**config.mk**
```make
export PLATFORM = sky130hd
export DESIGN_NAME = clock_time_counter
export DESIGN_NICKNAME = d
export VERILOG_FILES = /design/src/rtl/clock_pkg.sv /design/src/rtl/bcd_mod_counter.sv /design/src/rtl/clock_time_counter.sv
export SDC_FILE = /design/constraint.sdc
export NUM_CORES = 1
export LEC_CHECK = 0
export ABC_AREA = 1
export CORE_ASPECT_RATIO = 0.8
export CORE_MARGIN = 2
export CORE_UTILIZATION = 45
export DETAILED_ROUTE_END_ITERATION = 8
export PLACE_DENSITY = 0.72
export SYNTH_ARGS = -nofsm -noshare
export SYNTH_HDL_FRONTEND = slang
export SYNTH_SLANG_ARGS = --single-unit
```
**constraint.sdc**
```tcl
create_clock -name clk -period 4.4 [get_ports clk]
set_input_delay 0.88 -clock clk [delete_from_list [all_inputs] [get_ports clk]]
set_output_delay 0.88 -clock clk [all_outputs]
set_load 0.005 [all_outputs]
```
**src/rtl/clock_pkg.sv**
```systemverilog
// Shared constants and types for the wall-clock time counter.
package clock_pkg;

  // Largest value each two-digit field reaches before wrapping to 00
  localparam int unsigned SEC_MAX = 59;
  localparam int unsigned MIN_MAX = 59;
  localparam int unsigned HR_MAX  = 23;

  // One BCD digit as it leaves the counter towards a 7-segment decoder
  typedef logic [3:0] bcd_digit_t;

endpackage : clock_pkg

```
**src/rtl/bcd_mod_counter.sv**
```systemverilog
// Two-digit BCD counter that wraps from MAX to 00.
// carry_out flags the wrapping increment so the next field can advance on the same edge.
module bcd_mod_counter
  import clock_pkg::*;
#(
  parameter int unsigned MAX = 59
) (
  input  logic       clk,
  input  logic       rst_n,
  input  logic       clr,
  input  logic       inc,
  output bcd_digit_t ones,
  output bcd_digit_t tens,
  output logic       carry_out
);

  localparam bcd_digit_t ONES_MAX = bcd_digit_t'(MAX % 10);
  localparam bcd_digit_t TENS_MAX = bcd_digit_t'(MAX / 10);
  localparam bcd_digit_t DIGIT_9  = bcd_digit_t'(9);

  logic at_max_c;

  // Terminal value detection drives both the wrap and the carry to the next field
  assign at_max_c  = (tens == TENS_MAX) && (ones == ONES_MAX);
  assign carry_out = inc && at_max_c;

  // Digit registers: reset beats clear, clear beats increment
  always_ff @(posedge clk) begin
    if (!rst_n) begin
      ones <= '0;
      tens <= '0;
    end else if (clr) begin
      ones <= '0;
      tens <= '0;
    end else if (inc) begin
      if (at_max_c) begin
        ones <= '0;
        tens <= '0;
      end else if (ones == DIGIT_9) begin
        ones <= '0;
        tens <= tens + bcd_digit_t'(1);
      end else begin
        ones <= ones + bcd_digit_t'(1);
      end
    end
  end

endmodule : bcd_mod_counter

```
**src/rtl/clock_time_counter.sv**
```systemverilog
// 24-hour HH:MM:SS counter with a 1 Hz prescaler and a manual time-set mode.
module clock_time_counter
  import clock_pkg::*;
#(
  parameter int unsigned CLK_HZ = 100000000
) (
  input  logic       clk,
  input  logic       rst_n,
  input  logic       en,
  input  logic       set_mode,
  input  logic       inc_min,
  input  logic       inc_hr,
  output bcd_digit_t sec_ones,
  output bcd_digit_t sec_tens,
  output bcd_digit_t min_ones,
  output bcd_digit_t min_tens,
  output bcd_digit_t hr_ones,
  output bcd_digit_t hr_tens,
  output logic       tick_1hz
);

  localparam int unsigned PW = (CLK_HZ > 1) ? $clog2(CLK_HZ) : 1;
  localparam logic [PW-1:0] PRESC_LAST = PW'(CLK_HZ - 1);

  logic [PW-1:0] presc;
  logic          wrap_c;
  logic          sec_carry_c;
  logic          min_carry_c;
  logic          min_inc_c;
  logic          hr_inc_c;
  logic          unused_hr_carry_c;

  // Prescaler terminal count only matters while actually running
  assign wrap_c = en && !set_mode && (presc == PRESC_LAST);

  // Set mode redirects minute/hour increments to the manual pulses and cuts the carry chain
  assign min_inc_c = set_mode ? inc_min : sec_carry_c;
  assign hr_inc_c  = set_mode ? inc_hr  : min_carry_c;

  // Prescaler: parked at 0 in set mode so the first tick after leaving it is a full second
  always_ff @(posedge clk) begin
    if (!rst_n) begin
      presc <= '0;
    end else if (set_mode) begin
      presc <= '0;
    end else if (en) begin
      presc <= wrap_c ? '0 : presc + PW'(1);
    end
  end

  // One-second pulse, registered alongside the seconds advance it marks
  always_ff @(posedge clk) begin
    if (!rst_n) begin
      tick_1hz <= 1'b0;
    end else begin
      tick_1hz <= wrap_c;
    end
  end

  bcd_mod_counter #(.MAX(SEC_MAX)) u_sec (
    .clk       (clk),
    .rst_n     (rst_n),
    .clr       (set_mode),
    .inc       (wrap_c),
    .ones      (sec_ones),
    .tens      (sec_tens),
    .carry_out (sec_carry_c)
  );

  bcd_mod_counter #(.MAX(MIN_MAX)) u_min (
    .clk       (clk),
    .rst_n     (rst_n),
    .clr       (1'b0),
    .inc       (min_inc_c),
    .ones      (min_ones),
    .tens      (min_tens),
    .carry_out (min_carry_c)
  );

  bcd_mod_counter #(.MAX(HR_MAX)) u_hr (
    .clk       (clk),
    .rst_n     (rst_n),
    .clr       (1'b0),
    .inc       (hr_inc_c),
    .ones      (hr_ones),
    .tens      (hr_tens),
    .carry_out (unused_hr_carry_c)
  );

endmodule : clock_time_counter

```
==> flow_summary.ini <==
[synth]
synth_edf_count = 0
netlist_area_um2 = 2900
async_flop_share = 0
synth_top_area_frac = 0.360
ys_types = 38
synthTopCellsByCount = dfxtp_1, nand2_1, inv_1, nor2_1, nand3_1
syn-num-nets = 400
post-synth-top-count-cell = dfxtp_1
synth_area_leaders = dfxtp_1, nand2_1, inv_1
synth_ff_type = dfxtp_1
ys_ff_latch = 52
yosysSeqAreaShare = 0.360
synth_warnings = 0
postSynthCellCount = 383
syn_area_per_cell_um2 = 7.56
yosysTopAreaCell = dfxtp_1

[placement]
place_ws_ns = 1.28
hpwl_um = 4360
gp_routability_congestion = 0.863
io_buffer_count = 30

[die]
fp.dieW_um = 93.7
die_h_um = 75.7
initial_utilization = 0.459
core-area_um2 = 6310
io_pins = 31
die-area_um2 = 7100
fp-row-count = 26

[setup_path]
critPathKind = in -> reg
crit_path_max_fanout = 11
arrival_ns = 3.04
worstSetupStartpointType = input pin
cp-end-kind = flip-flop
required_ns = 4.65

[layout]
antenna_cells = 0
fin_nets = 432
drive_gt1_frac = 0.161
area_growth_pct = 16.8

[routing]
first_iter_violations = 73
wire_per_inst_um = 11.1
drt-total-wl_um = 5570
vias = 2461
drtPass1Iterations = 4
ant_nets = 0
drc = 0
viasPerCell = 4.92

[cts]
cts-buffers-inserted = 5
path_clk_slew_ns = 0.10
htree_levels = 2
cts_tree = done
clk_latency_ns = 0.30
clock-root-buffer = clkbuf_8
clockBufferDepth = 2
cts.repair.resized = 0
ctsHoldBuffers = 0
cts_setup_buffers = 0
clock_sinks = 52

[grt]
grt_use_total = 0.162
overflow = 0
grt_max_degree = 16
grt_pass1_vias = 2139
grt_pass1_wl_um = 9400
antenna_found_initial = 0

[timing]
period_minus_slack_ns = 2.79
tightestPinTransition_ns = 0.435
fin_crit_sh = 0.634
setup_viol_count_final = 0
finalHoldViolations = 0
slew_headroom = 0.709
finClkSkew_ns = 0.0130
fmax_mhz = 358
rsz0062_at_grt = false
fin_setup_tns_ns = 0
setup_slack_ns = 1.61
maxSlewViolCount = 0

[power_and_ir_drop]
p_leak_uw = 0.00124
ir_worst_vdd_mv = 0.173
power_density_nw_per_um2 = 255

[outcome]
status = completed

[job]
cap_violations = 0

[min_path]
hold_path.class = reg -> reg
## flip-flops by register name, indices dropped and copies added, names as in the netlist
name,flops
presc,27
tick_1hz,1
u_hr.ones,4
u_hr.tens,4
u_min.ones,4
u_min.tens,4
u_sec.ones,4
u_sec.tens,4
## path summary, 6_finish.rpt
check,startpoint,end,slack (ns),cells past startpoint
worst max register to register,presc[0],presc[19],2.47,11
worst min-delay path,presc[12],presc[12],0.49,2
worst max-delay path,rst_n,presc[19],1.61,8
worst min register to register,presc[12],presc[12],0.49,2
## layer usage
| metal | global-route usage | vias up | routed length [um] |
|---|---|---|---|
| met3 | 0.0366 | 5 | 228 |
| met5 | 0 | - | 0 |
| met2 | 0.254 | 28 | 2380 |
| met4 | 0.0290 | 0 | 33 |
| li1 | - | 1308 | - |
| met1 | 0.233 | 1120 | 2920 |
## worst max-delay path, cell delays in order
cell and delay (ns):
clkdlybuf4s50_1 0.66, inv_2 0.17, nor2_1 0.31, inv_2 0.14
nor2_2 0.39, inv_2 0.20, a21oi_1 0.15, o21a_1 0.13
## power by group
| part | switching [uW] | internal [uW] |
|---|---|---|
| combinational | 23.8 | 14.8 |
| sequential | 3.72 | 473 |
| clock | 147 | 201 |
| total | 175 | 688 |
## layout make-up
| type | instances | area (um2) |
|---|---|---|
| Clock buffer | 7 | 96.3 |
| Clock inverter | 1 | 30.0 |
| Fill cell | 619 | 2930 |
| Inverter | 58 | 218 |
| Multi-Input combinational cell | 268 | 1590 |
| Sequential cell | 52 | 1040 |
| Tap cell | 84 | 105 |
| Timing Repair Buffer | 30 | 300 |
## metrics by stage
step	std cells	area [um2]	hold slack, ns	total power (uW)	util
final	500	3380	0.488	863	0.536
after global routing	500	3380	0.515	897	0.536
after CTS	500	3380	0.486	873	0.536
after detailed placement	492	3260	0.475	526	0.516
after global placement	492	3260	0.469	526	0.516
after floorplan	383	2900	0.447	515	-
## cells by family after synthesis
kind of cell | Yosys count | synth area share
AOI/OAI and AO/OA | 47 | 0.0938
xor gates and xnor gates | 14 | 0.0424
adders and majority gates | 11 | 0.0475
buffers and inverters | 63 | 0.0908
DFF | 52 | 0.360
and+or+nand+nor | 196 | 0.366
## cell usage in the layout (no fill, tap or decap), types with 3 or more instances in the layout
cell	Yosys	routed
inv_1	48	48
a21oi_2	4	4
o21a_1	4	4
clkbuf_8	0	7
nor3_1	19	19
nor2_4	7	7
xor2_1	12	12
clkdlybuf4s50_1	0	30
nor4_1	4	4
nor3_2	3	3
nand3_1	28	28
o21ai_0	8	8
inv_2	10	10
a21oi_1	21	21
nand4_1	7	7
nand2_1	50	50
nor2_2	9	9
ha_1	11	11
nor2_1	38	38
dfxtp_1	52	52
or2_2	3	3
o21ai_1	4	4
nand2_2	14	14
Note: power is estimated with default switching activity, not from simulation.
